==> src/rtl/sirv_clint_rtc_gen.sv <==
// ICB-programmable prescaler that flips io_rtcToggle every DIV+1 clocks; responses arrive one cycle after handshake and hold until rsp_ready.
// Optional flip counter TCNT at offset 0x8 is built only when SIRV_RTC_GEN_TCNT_EN is defined.
module sirv_clint_rtc_gen #(
    parameter int unsigned      DIV_W   = 16,
    parameter logic [DIV_W-1:0] DIV_RST = DIV_W'(99)
) (
    input  logic        clock,
    input  logic        reset,
    input  logic        i_icb_cmd_valid,
    output logic        i_icb_cmd_ready,
    input  logic [31:0] i_icb_cmd_addr,
    input  logic        i_icb_cmd_read,
    input  logic [31:0] i_icb_cmd_wdata,
    output logic        i_icb_rsp_valid,
    input  logic        i_icb_rsp_ready,
    output logic [31:0] i_icb_rsp_rdata,
    output logic        i_icb_rsp_err,
    output logic        io_rtcToggle
);

    logic             en_q, en_d;
    logic [DIV_W-1:0] div_q, div_d;
    logic [DIV_W-1:0] cnt_q, cnt_d;
    logic             tog_q, tog_d;
    logic             rsp_vld_q, rsp_vld_d;
    logic [31:0]      rsp_rdata_q, rsp_rdata_d;
    logic             rsp_err_q, rsp_err_d;
    logic [31:0]      tcnt_val;

    logic       cmd_hsk;
    logic [1:0] sel;
    logic       wr_ctrl;
    logic       wr_div;
    logic       clr;
    logic       flip;
    logic       unused_bits;

    assign i_icb_cmd_ready = ~rsp_vld_q | i_icb_rsp_ready;
    assign cmd_hsk         = i_icb_cmd_valid & i_icb_cmd_ready;
    assign sel             = i_icb_cmd_addr[3:2];
    assign wr_ctrl         = cmd_hsk & ~i_icb_cmd_read & (sel == 2'd0);
    assign wr_div          = cmd_hsk & ~i_icb_cmd_read & (sel == 2'd1);
    assign clr             = wr_ctrl & i_icb_cmd_wdata[1];
    assign unused_bits     = ^{i_icb_cmd_addr[31:4], i_icb_cmd_addr[1:0], i_icb_cmd_wdata};

    always_comb begin
        en_d  = wr_ctrl ? i_icb_cmd_wdata[0] : en_q;
        div_d = wr_div ? i_icb_cmd_wdata[DIV_W-1:0] : div_q;
        cnt_d = cnt_q;
        tog_d = tog_q;
        flip  = 1'b0;
        if (clr) begin
            cnt_d = '0;
            tog_d = 1'b0;
        end else if (!en_q) begin
            cnt_d = '0;
        end else if (cnt_q == div_q) begin
            cnt_d = '0;
            tog_d = ~tog_q;
            flip  = 1'b1;
        end else begin
            cnt_d = cnt_q + DIV_W'(1);
        end
        // A divisor write restarts the period; a coincident flip above still uses the old DIV.
        if (wr_div) begin
            cnt_d = '0;
        end
    end

`ifdef SIRV_RTC_GEN_TCNT_EN
    logic [31:0] tcnt_q, tcnt_d;

    always_comb begin
        tcnt_d = tcnt_q;
        if (clr) begin
            tcnt_d = '0;
        end else if (flip) begin
            tcnt_d = tcnt_q + 32'd1;
        end
    end

    always_ff @(posedge clock) begin
        if (reset) begin
            tcnt_q <= '0;
        end else begin
            tcnt_q <= tcnt_d;
        end
    end

    assign tcnt_val = tcnt_q;
`else
    assign tcnt_val = 32'd0;
`endif

    always_comb begin
        rsp_vld_d   = rsp_vld_q;
        rsp_rdata_d = rsp_rdata_q;
        rsp_err_d   = rsp_err_q;
        if (cmd_hsk) begin
            rsp_vld_d   = 1'b1;
            rsp_err_d   = (sel == 2'd3);
            rsp_rdata_d = 32'd0;
            if (i_icb_cmd_read) begin
                case (sel)
                    2'd0:    rsp_rdata_d = {31'd0, en_q};
                    2'd1:    rsp_rdata_d = 32'(div_q);
                    2'd2:    rsp_rdata_d = tcnt_val;
                    default: rsp_rdata_d = 32'd0;
                endcase
            end
        end else if (i_icb_rsp_ready) begin
            rsp_vld_d = 1'b0;
        end
    end

    always_ff @(posedge clock) begin
        if (reset) begin
            en_q        <= 1'b0;
            div_q       <= DIV_RST;
            cnt_q       <= '0;
            tog_q       <= 1'b0;
            rsp_vld_q   <= 1'b0;
            rsp_rdata_q <= 32'd0;
            rsp_err_q   <= 1'b0;
        end else begin
            en_q        <= en_d;
            div_q       <= div_d;
            cnt_q       <= cnt_d;
            tog_q       <= tog_d;
            rsp_vld_q   <= rsp_vld_d;
            rsp_rdata_q <= rsp_rdata_d;
            rsp_err_q   <= rsp_err_d;
        end
    end

    assign i_icb_rsp_valid = rsp_vld_q;
    assign i_icb_rsp_rdata = rsp_rdata_q;
    assign i_icb_rsp_err   = rsp_err_q;
    assign io_rtcToggle    = tog_q;

endmodule

==> config.mk <==
export PLATFORM = sky130hd
export DESIGN_NAME = sirv_clint_rtc_gen
export DESIGN_NICKNAME = d
export VERILOG_FILES = /design/src/rtl/sirv_clint_rtc_gen.sv
export SDC_FILE = /design/constraint.sdc
export NUM_CORES = 1
export LEC_CHECK = 0
export ABC_AREA = 1
export BUFFER_PORTS_ARGS = -buffer_cell sky130_fd_sc_hd__buf_2
export CORE_MARGIN = 4
export CORE_UTILIZATION = 35
export DETAILED_ROUTE_END_ITERATION = 10
export PLACE_DENSITY = 0.71
export SYNTH_ARGS = -nofsm -noshare
export SYNTH_HDL_FRONTEND = slang
export SYNTH_SLANG_ARGS = --single-unit
==> constraint.sdc <==
create_clock -name clock -period 1.8 [get_ports clock]
set_input_delay 0.36 -clock clock [delete_from_list [all_inputs] [get_ports clock]]
set_output_delay 0.36 -clock clock [all_outputs]
set_load 0.02 [all_outputs]
Yosys cells after proc, flatten, opt, wreduce, memory -nomap -nowiden
Cells that the tools add are included. Widths: inputs -> output; s select.

Register bits: 68. Input port bits: 69. Output and inout port bits: 36. Logic and storage cells: 30.

Add/sub/neg operators: 1. Equality and inequality tests: 3. Multiplexer cells: 4. Bitwise logic cells: 10. Reductions and logical operators: 5.

Operator list (count): $pmux 16 s2 (1); $add 16x1->16 const B (1); $eq 16x16->1 (1); $mux 16 (1); $and 1x1->1 (5); $reduce_or 5->1 (1); $not 1->1 (4); $eq 2x1->1 const B (1); $eq 2x2->1 const B (1); $logic_not 2->1 (1); $mux 1 (2); $reduce_and 2->1 (1); $reduce_bool 2->1 (1); $reduce_or 2->1 (1); $or 1x1->1 (1).

Longest topological paths before layout
Gate-level depths: netlist (run 1).

Word-level depth: 7. Gate-level depth with buffers: 10. Gate-level depth less buffers: 10.

Worst setup path before layout (run 1)
Ideal clock, no wire load.

Path type: reg-to-reg. From: register rsp_vld_q (netlist: i_icb_rsp_valid). To: register rsp_rdata_q[0] (netlist: i_icb_rsp_rdata[0]). Library setup time: 0.074 ns. Data arrival time: 1.321 ns. Data required time: 1.726 ns. Path slack: 0.405 ns. Cell stages (with the launch flop): 6. Buffers on the path: 1. Clock period less this slack: 1.395 ns. Path through: dfxtp_1 -> nand2_2 -> nand2_2 -> clkbuf_1 -> nand2_1 -> a31oi_1.

Word-level cells in the longest chain between the ends: 3.

Ends and longest elaborated chain: start, declared (line 25) `logic rsp_vld_q, rsp_vld_d;`; start signal, assigned (line 130) `rsp_vld_q <= rsp_vld_d;`; $not 1->1 (line 38) `assign i_icb_cmd_ready = ~rsp_vld_q | i_icb_rsp_ready;`; $or 1x1->1 (line 38); via i_icb_cmd_ready (line 10) `output logic i_icb_cmd_ready,`; $and 1x1->1 (line 39) `assign cmd_hsk = i_icb_cmd_valid & i_icb_cmd_ready;`; end signal, assigned (line 131) `rsp_rdata_q <= rsp_rdata_d;`; end, declared (line 26) `logic [31:0] rsp_rdata_q, rsp_rdata_d;`.

The timed path passes the listed nets, and every way through them passes these cells. A chain may end at the register's enable or synchronous reset.

Worst setup path after layout (run 1)
From: register cnt_q[1]. To: register cnt_q[12].

Word-level cells in the longest chain between the ends: 2. Elaborated cells on any way between the ends: 3. Classes of those cells: add/sub (1); eq/ne (1); reduce/logical (1).

Ends and longest elaborated chain: start, declared (line 23) `logic [DIV_W-1:0] cnt_q, cnt_d;`; start signal, assigned (line 128) `cnt_q <= cnt_d;`; parallel branches: the longest is 2 deep, another holds $add 16x1->16.

Several ways; the timed one is not identified.

==> reports/metrics.csv, run 1 <==
metric,value,unit
layout-drive-gt1-share,21.6,%
crit_fanout,4,
synth_area,0.00246,mm²
grt_pass1_wl,8710,µm
yosysUniqueCellTypes,30,
multi_input_area,0.00116,mm²
drt-total-wl,5060,µm
cts.sinks,52,
coreArea,0.00683,mm²
grt_max_degree,20,
first_iter_violations,110,
clk_latency,0.30,ns
layout_common_cells,"57 x nand2_1, 51 x dfxtp_1, 43 x nor2_1, 42 x buf_2, 36 x inv_1",
synth-edff-count,0,
setup_violations,0,
grt_use_met3,3.86,%
fillers,689,
gr-usage-all-layers,12.5,%
ys_seq_area_share,42.3,%
power.internal,0.00164,W
endpoint_kind,flip-flop,
cts_made_buffers,5,
timing.final.ws_setup,0.215,ns
rsz0062_at_grt,no,
async_reset_ff_share,0,%
nNetsFinal,435,
postRouteAntennaNets,0,
vdd_drop_max,0.275,mV
die_w,91.9,µm
final-seq-area,0.00104,mm²
dpl.hpwl,3980,µm
cts_tree,yes,
outcome,completed,
drv_slew,0,
die_h,91.9,µm
pin_count,105,
drc_errors,0,
fmax,0.631,GHz
first_pass_iters,4,
vias,2054,
hold_buffers,0,
final_common_cell,nand2_1,
p_sw,0.000501,W
cts_setup_buffers,0,
post-route-util,41.3,%
antenna_found_initial,1,
netlist_instances,321,
die_area,0.00845,mm²
cts_root_buf,clkbuf_8,
ys_ff_latch,52,
clk_pin_slew,0.09,ns
maxCapViolations,0,
dpl_worst_slack,0.182,ns
cts_resized,0,
routedWlPerCell,11.0,µm
start_kind,flip-flop,
final_cells,462,
overflow,0,
met1_usage,15.1,%
combPwrFrac,8.3,%
diodes,0,
initial_core_util,36.1,%
clockBufferDepth,2,
clockPowerShare,36.3,%
hp-class,in2reg,
final.setup_skew,0.00642,ns
ys.flop_type,dfxtp_1,
ys_warn_count,0,
busiest_layer,met2,
grt_pass1_vias,1963,
via_per_inst,4.45,
power_leakage,1.19,nW
fin_setup_tns,0,ns
met2_usage,21.5,%
port_buffers,42,
placementRows,30,
crit_type,reg2reg,
postSynthAreaPerCell,7.67,µm²
min_period,1.58,ns
p_seq_share,55.4,%
power.density,758,mW/mm²
syn2layout_area_growth,14.5,%
h-tree-depth,2,
min_period_over_period,88.0,%
gp_congestion,0.827,
cp_data_required_time,2.03,ns
placedCellCount,454,
final-hold-violation-count,0,
critical_path_arrival,1.82,ns
p_sw_share,23.5,%
-- routing by layer --
layer	wire length, µm	part of all wire, %
met1	2330	46
met2	2430	48
met3	276	5.5
met4	19	0.38
met5	7	0.14
-- power groups by stage --
stage	Clock [W]	Combinational, W	Sequential [W]
floorplan	0	0.000143	0.00121
global placement	0	0.000176	0.00121
detailed placement	0	0.000178	0.00121
CTS	0.000799	0.000179	0.00118
global route	0.000839	0.000199	0.00119
finish	0.000775	0.000178	0.00118
-- metrics by stage --
stage | instance area, µm² | hold WS, ns | power, W
2_1_floorplan | 2520 | 0.441 | 0.00136
3_3_place_gp | 2710 | 0.452 | 0.00139
3_5_place_dp | 2710 | 0.467 | 0.00139
4_1_cts | 2810 | 0.259 | 0.00216
5_1_grt | 2820 | 0.282 | 0.00223
6_report | 2820 | 0.270 | 0.00214
-- flip-flops by register name, summed over array words and instances (netlist names) --
signal / flops
i_icb_rsp_err: 1
cnt_q: 16
div_q: 16
i_icb_rsp_rdata: 16
i_icb_rsp_valid: 1
io_rtcToggle: 1
en_q: 1
-- final timing paths --
| path | startpoint | to | slack (ns) | cells past startpoint |
|---|---|---|---|---|
| hold reg to reg | cnt_q[0] | cnt_q[0] | 0.46 | 1 |
| hold / removal | i_icb_cmd_wdata[6] | div_q[6] | 0.27 | 3 |
| setup / recovery | cnt_q[1] | cnt_q[12] | 0.22 | 9 |
| setup reg to reg | cnt_q[1] | cnt_q[12] | 0.22 | 9 |
-- critical path: stages, from the launching register on --
cell and delay (ns):
dfxtp_1 0.41, ha_1 0.21, nand3_1 0.17, nor2_4 0.17, nand3_2 0.10, nor2_2 0.16, nand3_1 0.09, nand2_1 0.07
nand2_1 0.05, nor2_2 0.09
-- cell families after synthesis --
kind of cell,after synthesis,share of synthesized area [%]
AOI/OAI and AO/OA,48,11.9
DFF,52,42.3
and+or+nand+nor,140,26.5
other,1,0.152
buffers and inverters,63,13.0
adders and majority gates,1,0.508
xor gates and xnor gates,16,5.69
-- Yosys cell counts (6+ instances only) --
| cell type | count | area, µm² |
|---|---|---|
| o21ai_0 | 16 | 80.1 |
| nand3_1 | 9 | 45.0 |
| a21oi_1 | 14 | 70.1 |
| buf_4 | 16 | 120 |
| dfxtp_1 | 52 | 1040 |
| nor2_1 | 43 | 161 |
| nand2_1 | 57 | 214 |
| clkbuf_1 | 6 | 22.5 |
| nor2_2 | 13 | 81.3 |
| a22oi_1 | 15 | 113 |
| inv_1 | 36 | 135 |
| xor2_1 | 15 | 131 |
-- area by class of cell --
| class | count | share of cell area, % |
|---|---|---|
| clock buffer | 6 | 2.57 |
| clock inverter | 2 | 1.24 |
| inverter | 39 | 5.19 |
| multi-input combinational | 221 | 41.3 |
| sequential | 52 | 37.0 |
| tap | 96 | 4.26 |
| timing repair buffer | 46 | 8.52 |
(Power assumes the default switching activity.)
==> inputs of run 2 (changes only) <==
- ABC_AREA: 1 -> default
- ABC_CLOCK_PERIOD_IN_PS: default -> 1800
- PLACE_DENSITY: 0.71 -> 0.72
==> run 2 against run 1 <==
Net effect: sequential power about the same; design area is 6.4% lower; final cell count shrank 21%; worst hold slack got worse by 0.013 ns; critical path type unchanged.
==> reports/metrics.csv, run 2 <==
metric,value,unit
critical_path_arrival,2.01,ns
setup_violations,0,
die_area,0.00772,mm²
relSlewSlack,65.2,%
clockBufferDepth,2,
synthTopCellsByArea,"dfxtp_1 47%, xor2_1 11%, nor2_1 8.4%",
synth-edff-count,0,
outcome,completed,
async_reset_ff_share,0,%
synth_top_area_share,46.6,%
gp_congestion,0.839,
yosysUniqueCellTypes,29,
fin_setup_tns,0,ns
final_common_cell,dfxtp_1,
pin_count,105,
placementRows,28,
clk_latency,0.31,ns
hold_slack,0.257,ns
overflow,0,
timing.final.ws_setup,0.0259,ns
min_period,1.77,ns
worst_pin_slew,0.517,ns
die_w,87.9,µm
ys_ff_latch,52,
r2r_start,div_q[9],
placedCellCount,355,
grt_pass1_vias,1578,
initial_core_util,36.8,%
first_iter_violations,83,
cts.sinks,52,
grt_pass1_wl,7530,µm
grt_max_degree,21,
wl_met2,2190,µm
hold_buffers,0,
fmax,0.564,GHz
ys_seq_area_share,46.6,%
port_buffers,42,
rr_worst_depth,6,
synth.most_common_cell,dfxtp_1,
crit_type,reg2reg,
min_period_over_period,98.6,%
r2r_slack,0.03,ns
power_leakage,1.25,nW
via_per_inst,4.73,
crit_start,div_q[9],
final_cells,363,
hp-class,in2reg,
postSynthAreaPerCell,9.31,µm²
synth_largest_area_cell,dfxtp_1,
power.density,768,mW/mm²
drt-total-wl,4560,µm
antenna_found_initial,0,
crit_end,io_rtcToggle,
drc_errors,0,
ys_warn_count,0,
cts_setup_buffers,0,
endpoint_kind,flip-flop,
clk_pin_slew,0.10,ns
postRouteAntennaNets,0,
maxCapViolations,0,
rsz0062_at_grt,yes,
first_pass_iters,4,
highest_layer,met4,
cts_root_buf,clkbuf_8,
coreArea,0.00606,mm²
gr-usage-all-layers,12.5,%
crit_fanout,3,
ys.flop_type,dfxtp_1,
reg2reg_to,io_rtcToggle,
m1WireLength,2010,µm
drv_slew,0,
dpl_worst_slack,-0.0235,ns
cts_made_buffers,5,
vdd_drop_max,0.356,mV
synth_common_cells,"52 x dfxtp_1, 50 x nor2_1, 27 x xor2_1",
layout-drive-gt1-share,21.5,%
start_kind,flip-flop,
netlist_instances,240,
syn2layout_area_growth,18.2,%
dpl.hpwl,3440,µm
dr_wl_met3,292,µm
layout_common_cells,"51 x dfxtp_1, 50 x nor2_1, 42 x buf_2, 27 x xor2_1, 16 x conb_1",
final.setup_skew,0.0138,ns
cp_data_required_time,2.03,ns
synth_area,0.00223,mm²
die_h,87.9,µm
final-hold-violation-count,0,
routedWlPerCell,12.6,µm
vias,1718,
cts_tree,yes,
diodes,0,
nNetsFinal,357,
h-tree-depth,2,
[run 2: cell types whose count changed in the layout (fill, tap and decap cells not counted), sizes merged, moves of 4 or more]
| cell | change |
|---|---|
| nand3 | -5 |
| buf | +5 |
| mux2i | +14 |
| nor2 | -7 |
| o21ai | -15 |
| inv | -30 |
| nand2 | -53 |
| and4 | +4 |
| nor4 | +4 |
| a211o | +4 |
| xor2 | +12 |
| a21oi | -13 |
| nor3 | -4 |
[run 2: logic make-up (layout without fill, tap and decap cells)]
group	after synthesis	count (layout)	synth area share, %
AO/OA/AOI/OAI	25	25	8.51
XOR/XNOR	30	30	11.8
adder cells (fa/ha/maj)	1	1	0.560
buffers and inverters	33	66	8.46
flip-flops	52	52	46.6
multiplexers	14	14	6.27
other	1	16	0.168
AND/OR/NAND/NOR	84	84	17.6
[run 2: area by class of cell]
class	instances	area (µm²)
well taps	75	93.8
inverters	7	26.3
repair buffers	51	315
clock inverters	2	13.8
multi-input cells	170	1070
fillers	585	3420
clock buffers	6	82.6
flip-flops and latches	52	1040
[run 2: per-stage QoR]
step	area [µm²]	total power (W)	util [%]
3_5_place_dp	2540	0.00135	41.8
2_1_floorplan	2290	0.00132	-
5_1_grt	2640	0.00212	43.6
6_report	2640	0.00203	43.6
3_3_place_gp	2540	0.00135	41.8
4_1_cts	2640	0.00205	43.5
[run 2: how the worst min path moves through the flow]
stage                                  start       endpoint  cells past startpoint  slack, ns
after floorplan                     cnt_q[0]       cnt_q[0]                      1       0.44
after global placement         i_icb_rsp_err  i_icb_rsp_err                      2       0.44
after detailed placement       i_icb_rsp_err  i_icb_rsp_err                      2       0.45
after CTS                 i_icb_cmd_wdata[1]   io_rtcToggle                      2       0.25
after global routing      i_icb_cmd_wdata[1]   io_rtcToggle                      2       0.27
final                     i_icb_cmd_wdata[1]   io_rtcToggle                      2       0.26
[run 2: what timing repair did]
| item | CTS | global route |
|---|---|---|
| gates resized for setup | 1 | 1 |
| gates cloned | 0 | 0 |
| endpoints found under the setup margin | 1 | 1 |
[run 2: worst max-delay path, stage by stage (launching register included)]
cell and delay (ns):
dfxtp_2 0.35, xor2_1 0.17, nor4_2 0.30, buf_4 0.15, nand4_1 0.15, or3_1 0.36, a221oi_2 0.23
[run 2: routing by layer]
| layer | up-vias | track usage, % |
|---|---|---|
| met5 | - | 0 |
| met4 | 0 | 4.04 |
| met3 | 7 | 4.14 |
| met2 | 42 | 20.2 |
| met1 | 798 | 15.8 |
| li1 | 871 | - |
[run 2: report_power, final]
| part | switching (W) | internal [W] | total [W] |
|---|---|---|---|
| clock network | 0.000384 | 0.000315 | 0.000698 |
| registers | 0.0000114 | 0.00116 | 0.00117 |
| logic | 0.0000989 | 0.0000541 | 0.000153 |
